===== src/rtl/otter_cu_pkg.sv =====
// Shared encodings for the OTTER multicycle control unit: FSM states,
// immediate-type selects, RV32I major opcodes and the MRET funct12.
package otter_cu_pkg;

    typedef enum logic [2:0] {
        ST_INIT  = 3'd0,
        ST_FETCH = 3'd1,
        ST_EXEC  = 3'd2,
        ST_WB    = 3'd3,
        ST_INTR  = 3'd4
    } state_t;

    typedef enum logic [2:0] {
        IMM_I = 3'd0,
        IMM_S = 3'd1,
        IMM_B = 3'd2,
        IMM_U = 3'd3,
        IMM_J = 3'd4
    } imm_sel_t;

    localparam logic [6:0] OPC_LOAD   = 7'b0000011;
    localparam logic [6:0] OPC_STORE  = 7'b0100011;
    localparam logic [6:0] OPC_OP     = 7'b0110011;
    localparam logic [6:0] OPC_OP_IMM = 7'b0010011;
    localparam logic [6:0] OPC_LUI    = 7'b0110111;
    localparam logic [6:0] OPC_AUIPC  = 7'b0010111;
    localparam logic [6:0] OPC_JAL    = 7'b1101111;
    localparam logic [6:0] OPC_JALR   = 7'b1100111;
    localparam logic [6:0] OPC_BRANCH = 7'b1100011;
    localparam logic [6:0] OPC_SYSTEM = 7'b1110011;

    localparam logic [2:0]  F3_PRIV  = 3'b000;
    localparam logic [2:0]  F3_CSRRW = 3'b001;
    localparam logic [11:0] MRET_IMM = 12'h302;

    // True for opcodes whose single EXEC cycle writes rd.
    function automatic logic writes_rd(input logic [6:0] opcode);
        return (opcode == OPC_OP)  || (opcode == OPC_OP_IMM) ||
               (opcode == OPC_LUI) || (opcode == OPC_AUIPC)  ||
               (opcode == OPC_JAL) || (opcode == OPC_JALR);
    endfunction

endpackage


===== src/rtl/otter_cu_fsm_if.sv =====
// Control-unit <-> datapath bundle. The control unit (master) consumes the
// instruction, interrupt and memory-acknowledge inputs and drives every strobe.
//
// Data-memory handshake: a load or store request (MEM_RDEN2 / MEM_WE2) is held
// high every cycle until the memory answers with MEM_READY=1 in the same cycle;
// that cycle completes the access, and the request drops on the next edge.
interface otter_cu_fsm_if;
    import otter_cu_pkg::*;

    logic [31:0] IR;
    logic        INTR;
    logic        CSR_MIE;
    logic        MEM_READY;
    logic        PC_WE;
    logic        RF_WE;
    logic        MEM_RDEN1;
    logic        MEM_RDEN2;
    logic        MEM_WE2;
    logic        CSR_WE;
    logic        INT_TAKEN;
    logic        MRET_EXEC;
    imm_sel_t    IMM_SEL;
    logic [2:0]  FSM_STATE;

    modport master (
        input  IR, INTR, CSR_MIE, MEM_READY,
        output PC_WE, RF_WE, MEM_RDEN1, MEM_RDEN2, MEM_WE2, CSR_WE,
               INT_TAKEN, MRET_EXEC, IMM_SEL, FSM_STATE
    );

    modport slave (
        output IR, INTR, CSR_MIE, MEM_READY,
        input  PC_WE, RF_WE, MEM_RDEN1, MEM_RDEN2, MEM_WE2, CSR_WE,
               INT_TAKEN, MRET_EXEC, IMM_SEL, FSM_STATE
    );

endinterface


===== src/rtl/otter_imm_sel_decode.sv =====
// Opcode -> immediate-format select for the datapath immediate mux.
// Purely combinational so a pipelined decoder can reuse it as-is.
module otter_imm_sel_decode
    import otter_cu_pkg::*;
(
    input  logic [6:0] opcode,
    output imm_sel_t   imm_sel
);

    // Map each major opcode onto the immediate format it carries.
    always_comb begin
        imm_sel = IMM_I;
        case (opcode)
            OPC_LOAD, OPC_OP_IMM, OPC_JALR, OPC_SYSTEM: imm_sel = IMM_I;
            OPC_STORE:                                   imm_sel = IMM_S;
            OPC_BRANCH:                                  imm_sel = IMM_B;
            OPC_LUI, OPC_AUIPC:                          imm_sel = IMM_U;
            OPC_JAL:                                     imm_sel = IMM_J;
            default:                                     imm_sel = IMM_I;
        endcase
    end

endmodule


===== src/rtl/otter_cu_fsm.sv =====
// Multicycle OTTER control FSM: INIT -> FETCH -> EXEC [-> WB] [-> INTR].
// Strobes are Moore/Mealy combinational from state, IR and MEM_READY.
// Interrupts are only taken at instruction completion, so a stalled load or
// store always finishes before entry; INTR is a level and is simply
// re-evaluated every completion cycle.
module otter_cu_fsm
    import otter_cu_pkg::*;
(
    input  logic          CLK,
    input  logic          RST,
    otter_cu_fsm_if.master bus
);

    state_t     state;
    state_t     next_state;
    state_t     done_state;
    imm_sel_t   imm_dec;
    logic [6:0] opcode;
    logic [2:0] func3;
    logic [11:0] funct12;

    logic pc_we, rf_we, rden1, rden2, we2, csr_we, int_taken, mret_exec;

    assign opcode  = bus.IR[6:0];
    assign func3   = bus.IR[14:12];
    assign funct12 = bus.IR[31:20];

    // Where to go once the current instruction retires.
    assign done_state = (bus.INTR && bus.CSR_MIE) ? ST_INTR : ST_FETCH;

    otter_imm_sel_decode u_imm_sel (
        .opcode  (opcode),
        .imm_sel (imm_dec)
    );

    // State register; reset drops straight to INIT without a clock edge.
    always_ff @(posedge CLK or posedge RST) begin
        if (RST) state <= ST_INIT;
        else     state <= next_state;
    end

    // Next-state and strobe decode.
    always_comb begin
        next_state = state;
        pc_we      = 1'b0;
        rf_we      = 1'b0;
        rden1      = 1'b0;
        rden2      = 1'b0;
        we2        = 1'b0;
        csr_we     = 1'b0;
        int_taken  = 1'b0;
        mret_exec  = 1'b0;
        case (state)
            ST_INIT: begin
                next_state = ST_FETCH;
            end
            ST_FETCH: begin
                rden1      = 1'b1;
                next_state = ST_EXEC;
            end
            ST_EXEC: begin
                if (opcode == OPC_LOAD) begin
                    // Address goes out now; data is captured in WB.
                    rden2      = 1'b1;
                    next_state = ST_WB;
                end else if (opcode == OPC_STORE) begin
                    we2 = 1'b1;
                    if (bus.MEM_READY) begin
                        pc_we      = 1'b1;
                        next_state = done_state;
                    end
                end else if (writes_rd(opcode)) begin
                    rf_we      = 1'b1;
                    pc_we      = 1'b1;
                    next_state = done_state;
                end else if (opcode == OPC_SYSTEM) begin
                    pc_we      = 1'b1;
                    next_state = done_state;
                    if (func3 == F3_CSRRW) begin
                        csr_we = 1'b1;
                        rf_we  = 1'b1;
                    end else if (func3 == F3_PRIV && funct12 == MRET_IMM) begin
                        mret_exec = 1'b1;
                    end
                end else begin
                    // BRANCH and unknown opcodes only advance the PC.
                    pc_we      = 1'b1;
                    next_state = done_state;
                end
            end
            ST_WB: begin
                rden2 = 1'b1;
                if (bus.MEM_READY) begin
                    rf_we      = 1'b1;
                    pc_we      = 1'b1;
                    next_state = done_state;
                end
            end
            ST_INTR: begin
                int_taken  = 1'b1;
                pc_we      = 1'b1;
                next_state = ST_FETCH;
            end
            default: begin
                next_state = ST_INIT;
            end
        endcase
    end

    assign bus.PC_WE     = pc_we;
    assign bus.RF_WE     = rf_we;
    assign bus.MEM_RDEN1 = rden1;
    assign bus.MEM_RDEN2 = rden2;
    assign bus.MEM_WE2   = we2;
    assign bus.CSR_WE    = csr_we;
    assign bus.INT_TAKEN = int_taken;
    assign bus.MRET_EXEC = mret_exec;
    // INIT forces every output low, including the immediate select.
    assign bus.IMM_SEL   = (state == ST_INIT) ? IMM_I : imm_dec;
    assign bus.FSM_STATE = state;

endmodule


===== src/flat_wrapper.sv =====
// flat-port wrapper written by rule: the top's interface ports become plain ports
module otter_cu_fsm_flat import otter_cu_pkg::*;
  (CLK, RST, bus_IR, bus_INTR, bus_CSR_MIE, bus_MEM_READY, bus_PC_WE, bus_RF_WE, bus_MEM_RDEN1, bus_MEM_RDEN2, bus_MEM_WE2, bus_CSR_WE, bus_INT_TAKEN, bus_MRET_EXEC, bus_IMM_SEL, bus_FSM_STATE);
  otter_cu_fsm_if bus_i ();
  input  logic CLK;
  input  logic RST;
  input wire logic [$bits(bus_i.IR)-1:0] bus_IR;
  input wire logic [$bits(bus_i.INTR)-1:0] bus_INTR;
  input wire logic [$bits(bus_i.CSR_MIE)-1:0] bus_CSR_MIE;
  input wire logic [$bits(bus_i.MEM_READY)-1:0] bus_MEM_READY;
  output wire logic [$bits(bus_i.PC_WE)-1:0] bus_PC_WE;
  output wire logic [$bits(bus_i.RF_WE)-1:0] bus_RF_WE;
  output wire logic [$bits(bus_i.MEM_RDEN1)-1:0] bus_MEM_RDEN1;
  output wire logic [$bits(bus_i.MEM_RDEN2)-1:0] bus_MEM_RDEN2;
  output wire logic [$bits(bus_i.MEM_WE2)-1:0] bus_MEM_WE2;
  output wire logic [$bits(bus_i.CSR_WE)-1:0] bus_CSR_WE;
  output wire logic [$bits(bus_i.INT_TAKEN)-1:0] bus_INT_TAKEN;
  output wire logic [$bits(bus_i.MRET_EXEC)-1:0] bus_MRET_EXEC;
  output wire logic [$bits(bus_i.IMM_SEL)-1:0] bus_IMM_SEL;
  output wire logic [$bits(bus_i.FSM_STATE)-1:0] bus_FSM_STATE;
  assign bus_i.IR = bus_IR;
  assign bus_i.INTR = bus_INTR;
  assign bus_i.CSR_MIE = bus_CSR_MIE;
  assign bus_i.MEM_READY = bus_MEM_READY;
  assign bus_PC_WE = bus_i.PC_WE;
  assign bus_RF_WE = bus_i.RF_WE;
  assign bus_MEM_RDEN1 = bus_i.MEM_RDEN1;
  assign bus_MEM_RDEN2 = bus_i.MEM_RDEN2;
  assign bus_MEM_WE2 = bus_i.MEM_WE2;
  assign bus_CSR_WE = bus_i.CSR_WE;
  assign bus_INT_TAKEN = bus_i.INT_TAKEN;
  assign bus_MRET_EXEC = bus_i.MRET_EXEC;
  assign bus_IMM_SEL = bus_i.IMM_SEL;
  assign bus_FSM_STATE = bus_i.FSM_STATE;
  otter_cu_fsm u_core (.CLK(CLK), .RST(RST), .bus(bus_i));
endmodule

===== config.mk =====
export PLATFORM = sky130hd
export DESIGN_NAME = otter_cu_fsm_flat
export DESIGN_NICKNAME = d
export VERILOG_FILES = /design/src/rtl/otter_cu_pkg.sv /design/src/rtl/otter_cu_fsm_if.sv /design/src/rtl/otter_imm_sel_decode.sv /design/src/rtl/otter_cu_fsm.sv /design/src/flat_wrapper.sv
export SDC_FILE = /design/constraint.sdc
export NUM_CORES = 1
export LEC_CHECK = 0
export ABC_AREA = 0
export CORE_MARGIN = 1.5
export CORE_UTILIZATION = 28
export DETAILED_ROUTE_END_ITERATION = 16
export MAX_ROUTING_LAYER = met4
export PLACE_DENSITY_LB_ADDON = 0.1
export SYNTH_ARGS = -nofsm -noshare
export SYNTH_HDL_FRONTEND = slang
export SYNTH_SLANG_ARGS = --single-unit

===== constraint.sdc =====
create_clock -name CLK -period 3.1 [get_ports CLK]
set_clock_uncertainty 0.2 [all_clocks]
set_input_delay 0.465 -clock CLK [delete_from_list [all_inputs] [get_ports CLK]]
set_output_delay 0.465 -clock CLK [all_outputs]
set_load 0.05 [all_outputs]

# Word level (Yosys, flattened, before mapping)
# Index checks and enable logic that the tools add are counted.
# Widths: inputs -> output; s select.
[op_classes]
n_eq_ne = 16
n_mux = 35
reduce_logical = 11
[ops]
columns = ["operator", "n"]
rows = [
  ["$eq 7x7->1 const B", 4],
  ["$mux 1", 25],
  ["$pmux 3 s4", 2],
  ["$eq 7x6->1 const B", 3],
  ["$mux 3", 5],
  ["$eq 7x5->1 const B", 2],
  ["$eq 12x10->1 const B", 1],
  ["$eq 7x2->1 const B", 1],
  ["$eq 3x1->1 const B", 2],
  ["$eq 3x2->1 const B", 2],
  ["$logic_not 3->1", 2],
  ["$logic_or 1x1->1", 5],
  ["$pmux 1 s2", 2],
  ["$reduce_or 2->1", 2],
  ["$eq 3x3->1 const B", 1],
  ["$pmux 1 s3", 1],
  ["$logic_and 1x1->1", 2],
]
[word_totals]
out_inout_bits = 14
elab_cells = 63
ff_bits = 3
inputBits = 37

# Logic depth before layout (Yosys ltp)
# Gate-level depths: netlist of the first run.
[depth]
depth_word = 10
mapped_depth = 5
ltp_nobuf = 4

# Cells and area by module
# From an unflattened synthesis of the first run, not the netlist that was laid out.
[hier_totals]
hier_cells = 66
area_unflattened_um2 = 511.7
[modules_own_cells]
columns = ["module", "cells_each", "area_each_um2", "seq_area_each_um2", "n_inst"]
rows = [
  ["otter_cu_fsm", 56, 440.4, 75.1, 1],
  ["otter_imm_sel_decode", 10, 71.3, 0.0, 1],
]

# Worst setup path after synthesis of the first run
# Ideal clock, no wire load.
[synth_path]
kind = "register to output"
start = "register u_core.state[0], in the netlist u_core.bus.FSM_STATE[0]"
end = "output bus_IMM_SEL[2]"
t_arrival_ns = 2.747
required_ns = 2.435
slack_ns = -0.312
path_buffers = 1
path_stages_with_launch = 4
cell_sequence = "dfrtp_1 > clkbuf_1 > nor3_1 > nor4b_1"
[synth_via]
elab_chain_len = 2
[synth_rtl]
columns = ["element", "line_no", "rtl"]
rows = [
  ["start, declared", "otter_cu_fsm.sv:14", "state_t state;"],
  ["start signal, assigned", "otter_cu_fsm.sv:39", "else state <= next_state;"],
  ["$logic_not 3->1", "otter_cu_fsm.sv:119", "assign bus.IMM_SEL = (state == ST_INIT) ? IMM_I : imm_dec;"],
  ["$mux 3", "otter_cu_fsm.sv:119", ""],
  ["end, declared", "flat_wrapper.sv:19", "output wire logic [$bits(bus_i.IMM_SEL)-1:0] bus_IMM_SEL;"],
]
# No other way between the ends.

# Worst setup path after layout of the first run
[layout_path]
start = "input bus_IR[3]"
end = "output bus_RF_WE"
[layout_via]
elab_chain_len = 10
word_cells_on_any_way = 19
classes_between = "eq/ne: 9; mux: 5; reduce/logical: 5"
[layout_rtl]
columns = ["element", "line_no", "rtl"]
rows = [
  ["start, declared", "flat_wrapper.sv:7", "input wire logic [$bits(bus_i.IR)-1:0] bus_IR;"],
  ["$eq 7x6->1 / $eq 7x5->1 (equally long branches)", "otter_cu_pkg.sv:38", "return (opcode == OPC_OP) || (opcode == OPC_OP_IMM) ||"],
  ["$logic_or 1x1->1 (2 in series)", "otter_cu_pkg.sv:38", ""],
  ["$logic_or 1x1->1 (2 in series)", "otter_cu_pkg.sv:39", "(opcode == OPC_LUI) || (opcode == OPC_AUIPC) ||"],
  ["$logic_or 1x1->1", "otter_cu_pkg.sv:40", "(opcode == OPC_JAL) || (opcode == OPC_JALR);"],
  ["$mux 1", "otter_cu_fsm.sv:72", "end else if (writes_rd(opcode)) begin"],
  ["$mux 1", "otter_cu_fsm.sv:66", "end else if (opcode == OPC_STORE) begin"],
  ["$mux 1 (*)", "otter_cu_fsm.sv:62", "if (opcode == OPC_LOAD) begin"],
  ["$pmux 1 s2 (*)", "otter_cu_fsm.sv:53", "case (state)"],
  ["end, declared", "flat_wrapper.sv:12", "output wire logic [$bits(bus_i.RF_WE)-1:0] bus_RF_WE;"],
]
# Every way passes the cells marked *; elsewhere a longest branch is shown, timed or not.

==> results of run 1 <==
==> cells in the final DEF (no fill, tap or decap), drive strengths merged <==
cell type      instances
a211oi                 1
a21o                   1
a21oi                  3
a22oi                  1
a31oi                  1
a41oi                  1
and2                   1
buf                   12
clkbuf                 4
clkdlybuf4s50         31
dfrtp                  3
inv                    4
nand2                  2
nand2b                 1
nand3                  3
nand3b                 1
nand4                  2
nand4b                 1
nand4bb                1
nor2                   6
nor2b                  2
nor3                   5
nor3b                  2
nor4                   4
nor4b                  2
nor4bb                 1
o211ai                 1
o21a                   2
o21ai                  1
o21bai                 1
o32ai                  1
or2b                   1
or3b                   1
or4                    1
==> power by group <==
part | total, W | internal (W) | leakage [nW] | switching [W]
clock | 0.0000715 | 0.0000484 | 0.0150 | 0.0000231
combinational | 0.000418 | 0.000175 | 0.313 | 0.000242
sequential | 0.0000935 | 0.0000546 | 0.0376 | 0.0000388
==> final timing paths <==
kind	to	slack [ns]	startpoint
setup / recovery	bus_RF_WE	0.27	bus_IR[3]
hold / removal	u_core.bus.FSM_STATE[1]	0.19	RST
setup reg to reg	u_core.bus.FSM_STATE[0]	1.64	u_core.bus.FSM_STATE[0]
hold reg to reg	u_core.bus.FSM_STATE[1]	0.38	u_core.bus.FSM_STATE[2]
max in group asynchronous	u_core.bus.FSM_STATE[2]	2.38	RST
min in group CLK	u_core.bus.FSM_STATE[1]	0.38	u_core.bus.FSM_STATE[2]
==> area by class of cell <==
| class | count | area, um^2 |
|---|---|---|
| sequential | 3 | 75.1 |
| tap | 16 | 20.0 |
| clock buffer | 4 | 26.3 |
| fill | 127 | 487 |
| multi-input combinational | 51 | 365 |
| timing repair buffer | 43 | 500 |
| inverter | 4 | 15.0 |
==> stage by stage <==
stage / utilization / cells / cell area (um^2)
CTS: 0.673 / 121 / 1000
floorplan: - / 60 / 464
detailed placement: 0.655 / 117 / 976
finish: 0.673 / 121 / 1000
global route: 0.673 / 121 / 1000
global placement: 0.655 / 117 / 976
==> kinds of logic (layout without fill, tap and decap cells) <==
group,after synthesis,count (layout),synth area share
AO/OA/AOI/OAI,14,14,0.216
buffers and inverters,6,51,0.0533
flip-flops,3,3,0.169
AND/OR/NAND/NOR,37,37,0.562
==> per-layer routing <==
metal  wire length, um  GRT usage
met5                 0          -
met4                 0     0.0563
met3               108     0.0298
met2               713      0.282
met1               668      0.259
==> worst max-delay path, stage by stage <==
cell and delay [ns]:
clkdlybuf4s50_1 0.56, nand4bb_2 0.18, nor3_2 0.07, or4_1 0.48, o21ai_1 0.23, buf_12 0.17
==> flow_metrics.env, run 1 <==
export IMPL_outcome="complete, no violations"
export IMPL_coreArea_um2=1490
export IMPL_grt_pass1_wl_um=2620
export IMPL_period_minus_slack_ns=2.83
export IMPL_clk_path_buf_depth=2
export IMPL_rsz0062_at_grt="false"
export IMPL_cts_tree="built"
export IMPL_die_y_um=42.9
export IMPL_whs_ns=0.192
export IMPL_initial_core_util=0.299
export IMPL_drv_slew=0
export IMPL_drtIter0Drc=13
export IMPL_cts_buffers=3
export IMPL_clock_sinks=3
export IMPL_pre_cts_ws_ns=0.285
export IMPL_cts_hold_buf=0
export IMPL_cp_data_arrival_time_ns=2.16
export IMPL_rr_worst_depth=2
export IMPL_max_slew_margin=0.662
export IMPL_yosysUniqueCellTypes=35
export IMPL_cts_root_buf="clkbuf_4"
export IMPL_routedWlPerCell_um=12.3
export IMPL_synth_top_area_share=0.169
export IMPL_finalSetupViolations=0
export IMPL_avgSynthCellArea_um2=7.42
export IMPL_synth_most_common_cell="nor2_1"
export IMPL_synth_warnings=0
export IMPL_min_path_type="in2async"
export IMPL_grt_overflow=0
export IMPL_p_per_area_nw_per_um2=582
export IMPL_wl_um=1490
export IMPL_via_per_inst=5.39
export IMPL_firstDrtPassIters=4
export IMPL_critPathRequiredTime_ns=2.43
export IMPL_design_die_area_um2=1840
export IMPL_maxCapViolations=0
export IMPL_syn_to_final_growth_pct=125
export IMPL_vias=652
export IMPL_crit_path_end_kind="output port"
export IMPL_cts_resized=0
export IMPL_setup_tns_ns=0
export IMPL_htree_levels=1
export IMPL_largest_register_ffs=3
export IMPL_p_total_w=0.000583
export IMPL_cts_clk_slew_worst_paths_ns=0.04
export IMPL_synth_top_cells_by_count="nor2_1 (6), inv_1 (4)"
export IMPL_synth_seq_area_share=0.169
export IMPL_crit_fanout=5
export IMPL_synth_enable_flop_cells=0
export IMPL_io_pins=51
export IMPL_worst_slack_ns=0.272
export IMPL_hold_violations=0
export IMPL_tightest_slew_ns=0.503
export IMPL_grt_pass1_vias=624
export IMPL_p_leak_nw=0.366
export IMPL_dpl_hpwl_um=1220
export IMPL_grt_max_degree=13
export IMPL_timing_final_crit_share=0.912
export IMPL_place_gp_congestion=0.810
export IMPL_post_cts_buffers=0
export IMPL_remaining_drc_errors=0
export IMPL_synthTopCellsByArea="dfrtp_1 (17%), nor2_1 (5.1%), nor3_2 (4.5%), nor4_1 (4.2%), nor4b_1 (3.9%)"
export IMPL_portBuffers=40
export IMPL_mappedNetlistArea_um2=445
export IMPL_antenna_found_initial=0
export IMPL_ys_dominant_reg_cell="dfrtp_1"
export IMPL_vdd_drop_max_uv=549
export IMPL_grt_use_total=0.188
export IMPL_die_x_um=42.9
export IMPL_std_cell_rows=14
export IMPL_startpoint_type="input pin"
export IMPL_syn_inst=60
export IMPL_synth_top_cell_by_area="dfrtp_1"
export IMPL_fmax_mhz=354
export IMPL_syn_num_nets=97
export IMPL_clk_latency_ns=0.24
export IMPL_async_reset_ff_frac=1.00
export IMPL_drive_above_1_share=0.219
export IMPL_fin_nets=143
export IMPL_path_class="in2out"
export IMPL_antenna_cells=0
export IMPL_synth_seq_cells=3
export IMPL_ant_nets=0
No activity file was read; power rests on OpenSTA's default activity.
==> inputs of run 2 (changes only) <==
--- a/config.mk
+++ b/config.mk
@@ -9,6 +9,7 @@
 export CORE_MARGIN = 1.5
 export CORE_UTILIZATION = 28
 export DETAILED_ROUTE_END_ITERATION = 16
+export GPL_TIMING_DRIVEN = 1
 export MAX_ROUTING_LAYER = met4
 export PLACE_DENSITY_LB_ADDON = 0.1
 export SYNTH_ARGS = -nofsm -noshare
==> results of run 2 <==
No change in the layout: final DEF, timing and power equal those of run 1.
==> inputs of run 3 (changes only) <==
--- a/config.mk
+++ b/config.mk
@@ -8,6 +8,7 @@
 export ABC_AREA = 0
 export CORE_MARGIN = 1.5
 export CORE_UTILIZATION = 28
+export CTS_CLUSTER_SIZE = 14
 export DETAILED_ROUTE_END_ITERATION = 16
 export GPL_TIMING_DRIVEN = 1
 export MAX_ROUTING_LAYER = met4
==> constraint.sdc (replaced) <==
create_clock -name CLK -period 3.4 [get_ports CLK]
set_clock_uncertainty 0.2 [all_clocks]
set_input_delay 0.51 -clock CLK [delete_from_list [all_inputs] [get_ports CLK]]
set_output_delay 0.51 -clock CLK [all_outputs]
set_load 0.05 [all_outputs]
==> run 3 against run 2 <==
  * Register-to-register slack improved by 0.34 ns
  * Die area stayed put
  * Global-route usage decreased by 3.3 points
  * First-iteration DRC count down 62%
  * Total power is 12% lower
  * Non-clock buffer count decreased by 3
  * Critical path type unchanged
==> flow_metrics.env, run 3 (same netlist as run 1, synthesis figures left out) <==
export IMPL_outcome="complete, no violations"
export IMPL_p_total_w=0.000515
export IMPL_p_per_area_nw_per_um2=562
export IMPL_rsz0062_at_grt="false"
export IMPL_dpl_hpwl_um=1130
export IMPL_std_cell_rows=14
export IMPL_stdcell_area_um2=917
export IMPL_cts_clk_slew_worst_paths_ns=0.04
export IMPL_portBuffers=40
export IMPL_firstDrtPassIters=4
export IMPL_largest_register_ffs=3
export IMPL_io_pins=51
export IMPL_rrSetupSlack_ns=1.98
export IMPL_die_y_um=42.9
export IMPL_ant_nets=0
export IMPL_htree_levels=1
export IMPL_clk_latency_ns=0.23
export IMPL_rr_worst_depth=2
export IMPL_cts_buffers=3
export IMPL_clock_sinks=3
export IMPL_grt_pass1_wl_um=2190
export IMPL_antenna_found_initial=0
export IMPL_fin_nets=140
export IMPL_p_leak_nw=0.341
export IMPL_via_per_inst=5.31
export IMPL_drive_above_1_share=0.176
export IMPL_vias=627
export IMPL_cts_resized=0
export IMPL_worst_slack_ns=0.421
export IMPL_path_class="in2out"
export IMPL_syn_to_final_growth_pct=106
export IMPL_initial_core_util=0.299
export IMPL_cts_hold_buf=0
export IMPL_final_util=0.616
export IMPL_mostFrequentLayoutCells="clkdlybuf4s50_1 (31), nor2_1 (6), buf_4 (5)"
export IMPL_remaining_drc_errors=0
export IMPL_cp_data_arrival_time_ns=2.27
export IMPL_finalSetupViolations=0
export IMPL_n_fill_cell=138
export IMPL_crit_path_end_kind="output port"
export IMPL_final_common_cell="clkdlybuf4s50_1"
export IMPL_drv_slew=0
export IMPL_vdd_drop_max_uv=474
export IMPL_min_path_type="in2async"
export IMPL_setup_tns_ns=0
export IMPL_timing_final_crit_share=0.876
export IMPL_clk_path_buf_depth=2
export IMPL_critPathRequiredTime_ns=2.69
export IMPL_ff_latch_area_um2=75.1
export IMPL_coreArea_um2=1490
export IMPL_cts_tree="built"
export IMPL_die_x_um=42.9
export IMPL_routedWlPerCell_um=11.5
export IMPL_wl_um=1350
export IMPL_placed_area_um2=891
export IMPL_fmax_mhz=336
export IMPL_startpoint_type="input pin"
export IMPL_grt_max_degree=13
export IMPL_place_gp_congestion=0.696
export IMPL_pre_cts_ws_ns=0.419
export IMPL_crit_fanout=6
export IMPL_grt_pass1_vias=603
export IMPL_grt_use_total=0.155
export IMPL_timing_rr_start="u_core.bus.FSM_STATE[0]"
export IMPL_hold_violations=0
export IMPL_maxCapViolations=0
export IMPL_multi_input_area_um2=353
export IMPL_design_die_area_um2=1840
export IMPL_grt_overflow=0
export IMPL_drtIter0Drc=5
export IMPL_max_slew_margin=0.672
export IMPL_period_minus_slack_ns=2.98
export IMPL_tightest_slew_ns=0.490
export IMPL_antenna_cells=0
export IMPL_cts_root_buf="clkbuf_4"
export IMPL_post_cts_buffers=0
export IMPL_rr_endpoint="u_core.bus.FSM_STATE[0]"
[run 3: cell count changes in the layout (fill, tap and decap cells not counted), sizes merged]
cell and delta:
buf -3
[run 3: cell type report]
cell class | instances | area share
clock buffer | 4 | 0.0286
multi-input combinational | 51 | 0.385
timing repair buffer | 40 | 0.467
tap | 16 | 0.0218
sequential | 3 | 0.0819
inverter | 4 | 0.0164
[run 3: metal layers]
| metal | global-route usage | vias to the layer above | wire, um |
|---|---|---|---|
| met5 | - | - | 0 |
| met4 | 0.0875 | 0 | 0 |
| met3 | 0.00426 | 0 | 76 |
| met2 | 0.245 | 25 | 642 |
| met1 | 0.198 | 283 | 634 |
| li1 | - | 319 | - |
[run 3: stage by stage]
stage	cells	hold WS [ns]
after floorplan	60	0.0636
after global placement	114	0.381
after CTS	118	0.242
final	118	0.247
after detailed placement	114	0.387
after global routing	118	0.280
[run 3: how the worst max path moves through the flow]
stage / endpoint / slack, ns / startpoint
finish: bus_RF_WE / 0.42 / bus_IR[6]
global route: bus_RF_WE / 0.34 / bus_IR[6]
CTS: bus_RF_WE / 0.42 / bus_IR[6]
detailed placement: bus_RF_WE / 0.42 / bus_IR[6]
global placement: bus_RF_WE / 0.41 / bus_IR[6]
floorplan: bus_IMM_SEL[1] / 0.07 / u_core.bus.FSM_STATE[0]
[run 3: power breakdown]
part | internal, W | switching, W
clock | 0.0000439 | 0.0000178
combinational | 0.000156 | 0.000213
sequential | 0.0000499 | 0.0000340
[run 3: worst max-delay path, stage by stage]
cell and delay, ns:
clkdlybuf4s50_1 0.56, nand4bb_2 0.25, nor3_2 0.09, or4_1 0.47
o21ai_1 0.22, buf_12 0.17
